$ cat config.mk
export PLATFORM = sky130hd
export DESIGN_NAME = trap_controller
export DESIGN_NICKNAME = d
export VERILOG_FILES = /design/src/rtl/trap_pkg.sv /design/src/rtl/trap_csr_file.sv /design/src/rtl/trap_controller.sv
export SDC_FILE = /design/constraint.sdc
export NUM_CORES = 1
export LEC_CHECK = 0
export ABC_AREA = 1
export CAP_MARGIN = 20
export CORE_ASPECT_RATIO = 1.25
export CORE_MARGIN = 3
export CORE_UTILIZATION = 51
export DETAILED_ROUTE_END_ITERATION = 12
export PLACE_DENSITY = 0.81
export SLEW_MARGIN = 5
export SYNTH_ARGS = -nofsm -noshare
export SYNTH_HDL_FRONTEND = slang
export SYNTH_SLANG_ARGS = --single-unit
$ cat constraint.sdc
create_clock -name clk -period 2.2 [get_ports clk]
set_input_delay 0.44 -clock clk [delete_from_list [all_inputs] [get_ports clk]]
set_output_delay 0.44 -clock clk [all_outputs]
set_load 0.02 [all_outputs]
$ cat src/rtl/trap_pkg.sv
// Shared definitions for the machine-mode trap controller: CSR addresses,
// mstatus bit positions and the controller state encoding.
package trap_pkg;

    localparam logic [11:0] CSR_MSTATUS = 12'h300;
    localparam logic [11:0] CSR_MTVEC   = 12'h305;
    localparam logic [11:0] CSR_MEPC    = 12'h341;
    localparam logic [11:0] CSR_MCAUSE  = 12'h342;
    localparam logic [11:0] CSR_MTVAL   = 12'h343;

    localparam int unsigned MIE_BIT  = 3;
    localparam int unsigned MPIE_BIT = 7;

    typedef enum logic [1:0] {
        ST_IDLE,
        ST_DRAIN,
        ST_REDIRECT
    } trap_state_e;

endpackage

$ cat src/rtl/trap_csr_file.sv
// Machine trap CSRs (mstatus.MIE/MPIE, mtvec, mepc, mcause, mtval) with
// software write masking, combinational read mux and trap/mret update ports.
module trap_csr_file
    import trap_pkg::*;
#(
    parameter int unsigned     XLEN        = 32,
    parameter logic [XLEN-1:0] RESET_MTVEC = 32'h0000_0004
) (
    input  logic            clk,
    input  logic            rst,
    input  logic            csr_we,
    input  logic [11:0]     csr_addr,
    input  logic [XLEN-1:0] csr_wdata,
    output logic [XLEN-1:0] csr_rdata,
    input  logic            trap_en,
    input  logic [XLEN-1:0] trap_pc,
    input  logic [XLEN-1:0] trap_cause,
    input  logic [XLEN-1:0] trap_tval,
    input  logic            mret_en,
    output logic [XLEN-1:0] mtvec,
    output logic [XLEN-1:0] mepc
);

    localparam logic [XLEN-1:0] ALIGN_MASK = {{(XLEN-2){1'b1}}, 2'b00};

    logic [XLEN-1:0] mtvec_q, mtvec_d;
    logic [XLEN-1:0] mepc_q, mepc_d;
    logic [XLEN-1:0] mcause_q, mcause_d;
    logic [XLEN-1:0] mtval_q, mtval_d;
    logic            mie_q, mie_d;
    logic            mpie_q, mpie_d;
    logic [XLEN-1:0] mstatus;

    always_comb begin
        mtvec_d  = mtvec_q;
        mepc_d   = mepc_q;
        mcause_d = mcause_q;
        mtval_d  = mtval_q;
        mie_d    = mie_q;
        mpie_d   = mpie_q;
        if (csr_we) begin
            case (csr_addr)
                CSR_MTVEC:   mtvec_d  = csr_wdata & ALIGN_MASK;
                CSR_MEPC:    mepc_d   = csr_wdata & ALIGN_MASK;
                CSR_MCAUSE:  mcause_d = csr_wdata;
                CSR_MTVAL:   mtval_d  = csr_wdata;
                CSR_MSTATUS: begin
                    mie_d  = csr_wdata[MIE_BIT];
                    mpie_d = csr_wdata[MPIE_BIT];
                end
                default: ;
            endcase
        end
        // Hardware updates come last so they override a coincident software write.
        if (trap_en) begin
            mepc_d   = trap_pc & ALIGN_MASK;
            mcause_d = trap_cause;
            mtval_d  = trap_tval;
            mpie_d   = mie_q;
            mie_d    = 1'b0;
        end else if (mret_en) begin
            mie_d  = mpie_q;
            mpie_d = 1'b1;
        end
    end

    always_ff @(posedge clk) begin
        if (rst) begin
            mtvec_q  <= RESET_MTVEC;
            mepc_q   <= '0;
            mcause_q <= '0;
            mtval_q  <= '0;
            mie_q    <= 1'b0;
            mpie_q   <= 1'b1;
        end else begin
            mtvec_q  <= mtvec_d;
            mepc_q   <= mepc_d;
            mcause_q <= mcause_d;
            mtval_q  <= mtval_d;
            mie_q    <= mie_d;
            mpie_q   <= mpie_d;
        end
    end

    always_comb begin
        mstatus           = '0;
        mstatus[MIE_BIT]  = mie_q;
        mstatus[MPIE_BIT] = mpie_q;
        case (csr_addr)
            CSR_MSTATUS: csr_rdata = mstatus;
            CSR_MTVEC:   csr_rdata = mtvec_q;
            CSR_MEPC:    csr_rdata = mepc_q;
            CSR_MCAUSE:  csr_rdata = mcause_q;
            CSR_MTVAL:   csr_rdata = mtval_q;
            default:     csr_rdata = '0;
        endcase
    end

    assign mtvec = mtvec_q;
    assign mepc  = mepc_q;

endmodule

$ cat src/rtl/trap_controller.sv
// Trap/mret sequencer: commits trap CSRs, drains the pipeline for FLUSH_CYCLES
// and then issues a one-cycle PC redirect to the trap vector or mepc.
module trap_controller
    import trap_pkg::*;
#(
    parameter int unsigned     XLEN         = 32,
    parameter logic [XLEN-1:0] RESET_MTVEC  = 32'h0000_0004,
    parameter int unsigned     FLUSH_CYCLES = 2
) (
    input  logic            clk,
    input  logic            rst,
    input  logic            exc_valid,
    input  logic [XLEN-1:0] exc_code,
    input  logic [XLEN-1:0] exc_pc,
    input  logic [XLEN-1:0] exc_tval,
    input  logic            mret_valid,
    input  logic            csr_we,
    input  logic [11:0]     csr_addr,
    input  logic [XLEN-1:0] csr_wdata,
    output logic [XLEN-1:0] csr_rdata,
    output logic            flush,
    output logic            stall,
    output logic            redirect_valid,
    output logic [XLEN-1:0] redirect_pc
);

    localparam logic [3:0]      CNT_INIT   = 4'(FLUSH_CYCLES - 1);
    localparam logic [XLEN-1:0] ALIGN_MASK = {{(XLEN-2){1'b1}}, 2'b00};

    trap_state_e     state_q, state_d;
    logic [3:0]      cnt_q, cnt_d;
    logic [XLEN-1:0] tgt_q, tgt_d;
    logic            idle;
    logic            take_trap;
    logic            take_mret;
    logic [XLEN-1:0] mtvec;
    logic [XLEN-1:0] mepc;

    assign idle      = (state_q == ST_IDLE);
    assign take_trap = idle && exc_valid;
    assign take_mret = idle && mret_valid && !exc_valid;

    trap_csr_file #(
        .XLEN        (XLEN),
        .RESET_MTVEC (RESET_MTVEC)
    ) u_csr (
        .clk        (clk),
        .rst        (rst),
        .csr_we     (csr_we && idle),
        .csr_addr   (csr_addr),
        .csr_wdata  (csr_wdata),
        .csr_rdata  (csr_rdata),
        .trap_en    (take_trap),
        .trap_pc    (exc_pc),
        .trap_cause (exc_code),
        .trap_tval  (exc_tval),
        .mret_en    (take_mret),
        .mtvec      (mtvec),
        .mepc       (mepc)
    );

    always_comb begin
        state_d        = state_q;
        cnt_d          = cnt_q;
        tgt_d          = tgt_q;
        flush          = 1'b0;
        stall          = 1'b1;
        redirect_valid = 1'b0;
        redirect_pc    = '0;
        case (state_q)
            ST_IDLE: begin
                stall = 1'b0;
                if (take_trap) begin
                    tgt_d   = mtvec & ALIGN_MASK;
                    cnt_d   = CNT_INIT;
                    state_d = ST_DRAIN;
                end else if (take_mret) begin
                    tgt_d   = mepc;
                    cnt_d   = CNT_INIT;
                    state_d = ST_DRAIN;
                end
            end
            ST_DRAIN: begin
                flush = 1'b1;
                if (cnt_q == '0) begin
                    state_d = ST_REDIRECT;
                end else begin
                    cnt_d = cnt_q - 4'd1;
                end
            end
            ST_REDIRECT: begin
                redirect_valid = 1'b1;
                redirect_pc    = tgt_q;
                state_d        = ST_IDLE;
            end
            default: state_d = ST_IDLE;
        endcase
    end

    always_ff @(posedge clk) begin
        if (rst) begin
            state_q <= ST_IDLE;
            cnt_q   <= '0;
            tgt_q   <= '0;
        end else begin
            state_q <= state_d;
            cnt_q   <= cnt_d;
            tgt_q   <= tgt_d;
        end
    end

endmodule

==> summary.md <==
| Metric | Value |
|---|---|
| Cell count after synthesis | around 1500 |
| Non-Filler Instances | approximately 2000 |
| Min-Delay Path Class | reg -> reg |
| Setup crit end kind | primary output |
| Area of the die | about 0.019 sq mm |
| Headroom to the max-slew limit | approximately half |
| Top post-synthesis cells by area | dfxtp_1 36%, nand2_1 26%, inv_1 7.5% |
| Status | finished clean |
| Worst path max stage delay | 0.24 ns |
| Row cnt | 53 |
| Post-synth EDFFs | 0 |
| Layout cells sized above 1 | 14.0% |
| CP startpoint kind | input pin |
| Die X | about 130 um |
| R2R Setup Slk | between 0.4 and 0.5 ns |
| Fin. Hold Viols | 0 |
| Synth Cell Area | just over 0.009 sq mm |
| Slowest cell on crit path | nor3_4 |
| Dpl cells | 1937 |
| Largest area contributor in the netlist | dfxtp_1 |
| Total Nets Final | ~1900 |
| Largest net degree at the start of global routing | 65 |
| Required time of the critical path | roughly 1.8 ns |
| Total power | between 0.009 and 0.01 W |
| Drc violations | 0 |
| Num Clock Sinks | about 160 |
| Setup crit end | csr_rdata[4] |
| Leak pwr | between 6 and 7 nW |
| Clk_skew | 0.00685 ns |
| Worst EP arrival | 1.74 ns |
| Hold path cells | 2 |
| Detail Placement HPWL | between 20 and 25 mm |
| # Max-Cap Violations | 0 |
| Synth cell count leaders | 623 x nand2_1, 180 x inv_1, 164 x nor2_1 |
| Tmin final | about 2.2 ns |
| Most frequent cell after synthesis | nand2_1 |
| CTS H-Tree Depth | 4 |
| 1st-pass router iterations | 6 |
| GRT overflow | 0 |
| Via count | between 10000 and 15000 |
| Area Overhead vs Synth | 39.9% |
| Worst Max-Slew Pin Slew | roughly 0.77 ns |
| Proportion of netlist area held by the largest area contributor | between 30 and 40% |
| Port-buffer cells | about 210 |
| Root Driver | clkbuf_16 |
| Sequential element share of the synthesized area | between 30% and 40% |
| Global Route Usage Sum | approximately a third |
| Final instance area | between 0.01 and 0.015 sq mm |
| Final Max Slew Viols | 0 |
| Worst reg2reg path startpoint | state_q[1] |
| Final WL | approximately 32 mm |
| First-pass GRT wire length | 49.5 mm |
| Syn Area/Cell | 5.89 sq um |
| Flops & latches, synth | around 160 |
| Power Dens Cells | around 750 mW/mm^2 |
| Worst setup path startpoint | csr_addr[1] |
| Main synth FF type | dfxtp_1 |
| Routed length per instance | between 15 and 20 um |
| CTS buffer count | 17 |
| Final setup viols | 0 |
| Capturing point of the worst reg2reg path | tgt_q[30] |
| Routability cong. | roughly 0.93 |
| Count of cell types in the netlist | 27 |
| # hold bufs at CTS | 0 |
| Vias per cell | approximately 5.3 |
| Initial DRC Count | ~1200 |
| Post-route ant nets | 0 |
| Clock transition at path regs | about 0.060 ns |
| CP Cell Sequence | buf_4 > inv_4 > nand2_4 > nor3_4 > nand2_4 > inv_8 > buf_12 > buf_12 > nand2_1 > nand4_1 > buf_4 |
| Vias in the first global route | a little over 10000 |
| Initial Util | a little over half |
| Setup TNS | 0 ns |
| Antenna violations before repair | 3 |
| Maximum clock rate | ~460 MHz |
| CTS tree | yes |
| Critical path class | in -> out |
| Placed inst area | 0.0117 sq mm |
| Core Area | between 0.015 and 0.02 sq mm |
| Max FO, Critical Path | 6 |
| Maximum vdd ir drop | 498 uV |
| Skew-Pair Late Insertion Delay | about 0.43 ns |
| Final worst path period share | between 90% and 100% |
| Ports | around 210 |
| Post-synth ARST share | 0% |
| Reg2reg path depth | 8 |
| Clock Tree Buf Depth | 2 |
| Yosys Warn Count | 0 |
| Die span in y | between 150 and 200 um |
cell usage in the layout (no fill, tap or decap), drive strengths merged:
cell type,synthesis,layout
nand2,629,629
inv,185,187
nor2,168,168
dfxtp,162,162
clkdlybuf4s50,0,131
buf,60,130
nand3,114,114
a21oi,79,79
clkbuf,34,41
o21ai,34,34
nand3b,31,31
nand4,29,29
clkdlybuf4s15,0,10
clkinv,1,6
bufinv,0,4
nor3,4,4
diode,0,3
clkinvlp,0,3
o22ai,2,2
ha,2,2
conb,1,2
and3,1,1
o211ai,1,1
or2,1,1
dlymetal6s2s,0,1
per-layer routing:
layer | global-route usage [%] | wire, um | vias to the layer above
li1 | - | - | 5146
met2 | 52.1 | 14900 | 625
met3 | 7.14 | 3120 | 150
met5 | 0 | 13 | -
met1 | 37.6 | 12100 | 4696
met4 | 17.7 | 1750 | 2
flip-flops by register name, summed over array words and instances, names as in the netlist:
name            flops
state_q             2
u_csr.mie_q         1
cnt_q               4
tgt_q              30
u_csr.mtval_q      32
u_csr.mepc         30
u_csr.mtvec        30
u_csr.mcause_q     32
u_csr.mpie_q        1
stage by stage:
step	hold slack [ns]	worst slack, ns	util (%)
floorplan	0.430	0.228	-
finish	0.451	0.0171	74.1
detailed placement	0.446	-0.776	68.3
global route	0.471	-0.0275	74.0
CTS	0.456	0.000737	74.2
global placement	0.441	-0.763	68.3
where the power goes:
group	internal (W)	total, W	switching, W
combinational	0.00109	0.00279	0.00170
sequential	0.00332	0.00351	0.000191
clock	0.00195	0.00322	0.00127
total	0.00636	0.00952	0.00316
worst max-delay path, delay by kind of cell:
family | cells | cell delay, ns
and+or+nand+nor | 5 | 0.61
buffers and inverters | 6 | 0.67
kinds of logic (layout without fill, tap and decap cells):
family / Yosys count / after routing / share of synthesized area [%]
flops: 162 / 162 / 35.8
compound gates: 116 / 116 / 6.47
other cells: 1 / 5 / 0.0414
simple gates: 977 / 977 / 44.6
buf+inv: 280 / 513 / 12.8
fa+ha+maj: 2 / 2 / 0.276
what timing repair did:
action / CTS / global route
pin swaps: 32 / 19
gates cloned: 6 / 2
endpoints found under the setup margin: 55 / 55
gates resized for setup: 287 / 66
setup buffers: 16 / 3
layout make-up:
type,instances,area (sq um)
antenna,3,7.51
clock buffer,18,439
clock inverter,14,203
fill,1373,4440
inverter,186,724
multi-input combinational,1097,4840
sequential,162,3240
tap,220,275
timing repair buffer,295,2930
how the worst min path moves through the flow:
| stage | from | endpoint | slack (ns) |
|---|---|---|---|
| floorplan | tgt_q[10] | tgt_q[10] | 0.43 |
| global placement | tgt_q[25] | tgt_q[25] | 0.44 |
| detailed placement | tgt_q[24] | tgt_q[24] | 0.45 |
| CTS | tgt_q[11] | tgt_q[11] | 0.46 |
| global route | tgt_q[15] | tgt_q[15] | 0.47 |
| finish | tgt_q[25] | tgt_q[25] | 0.45 |
Power figures use the tool's default switching activity.
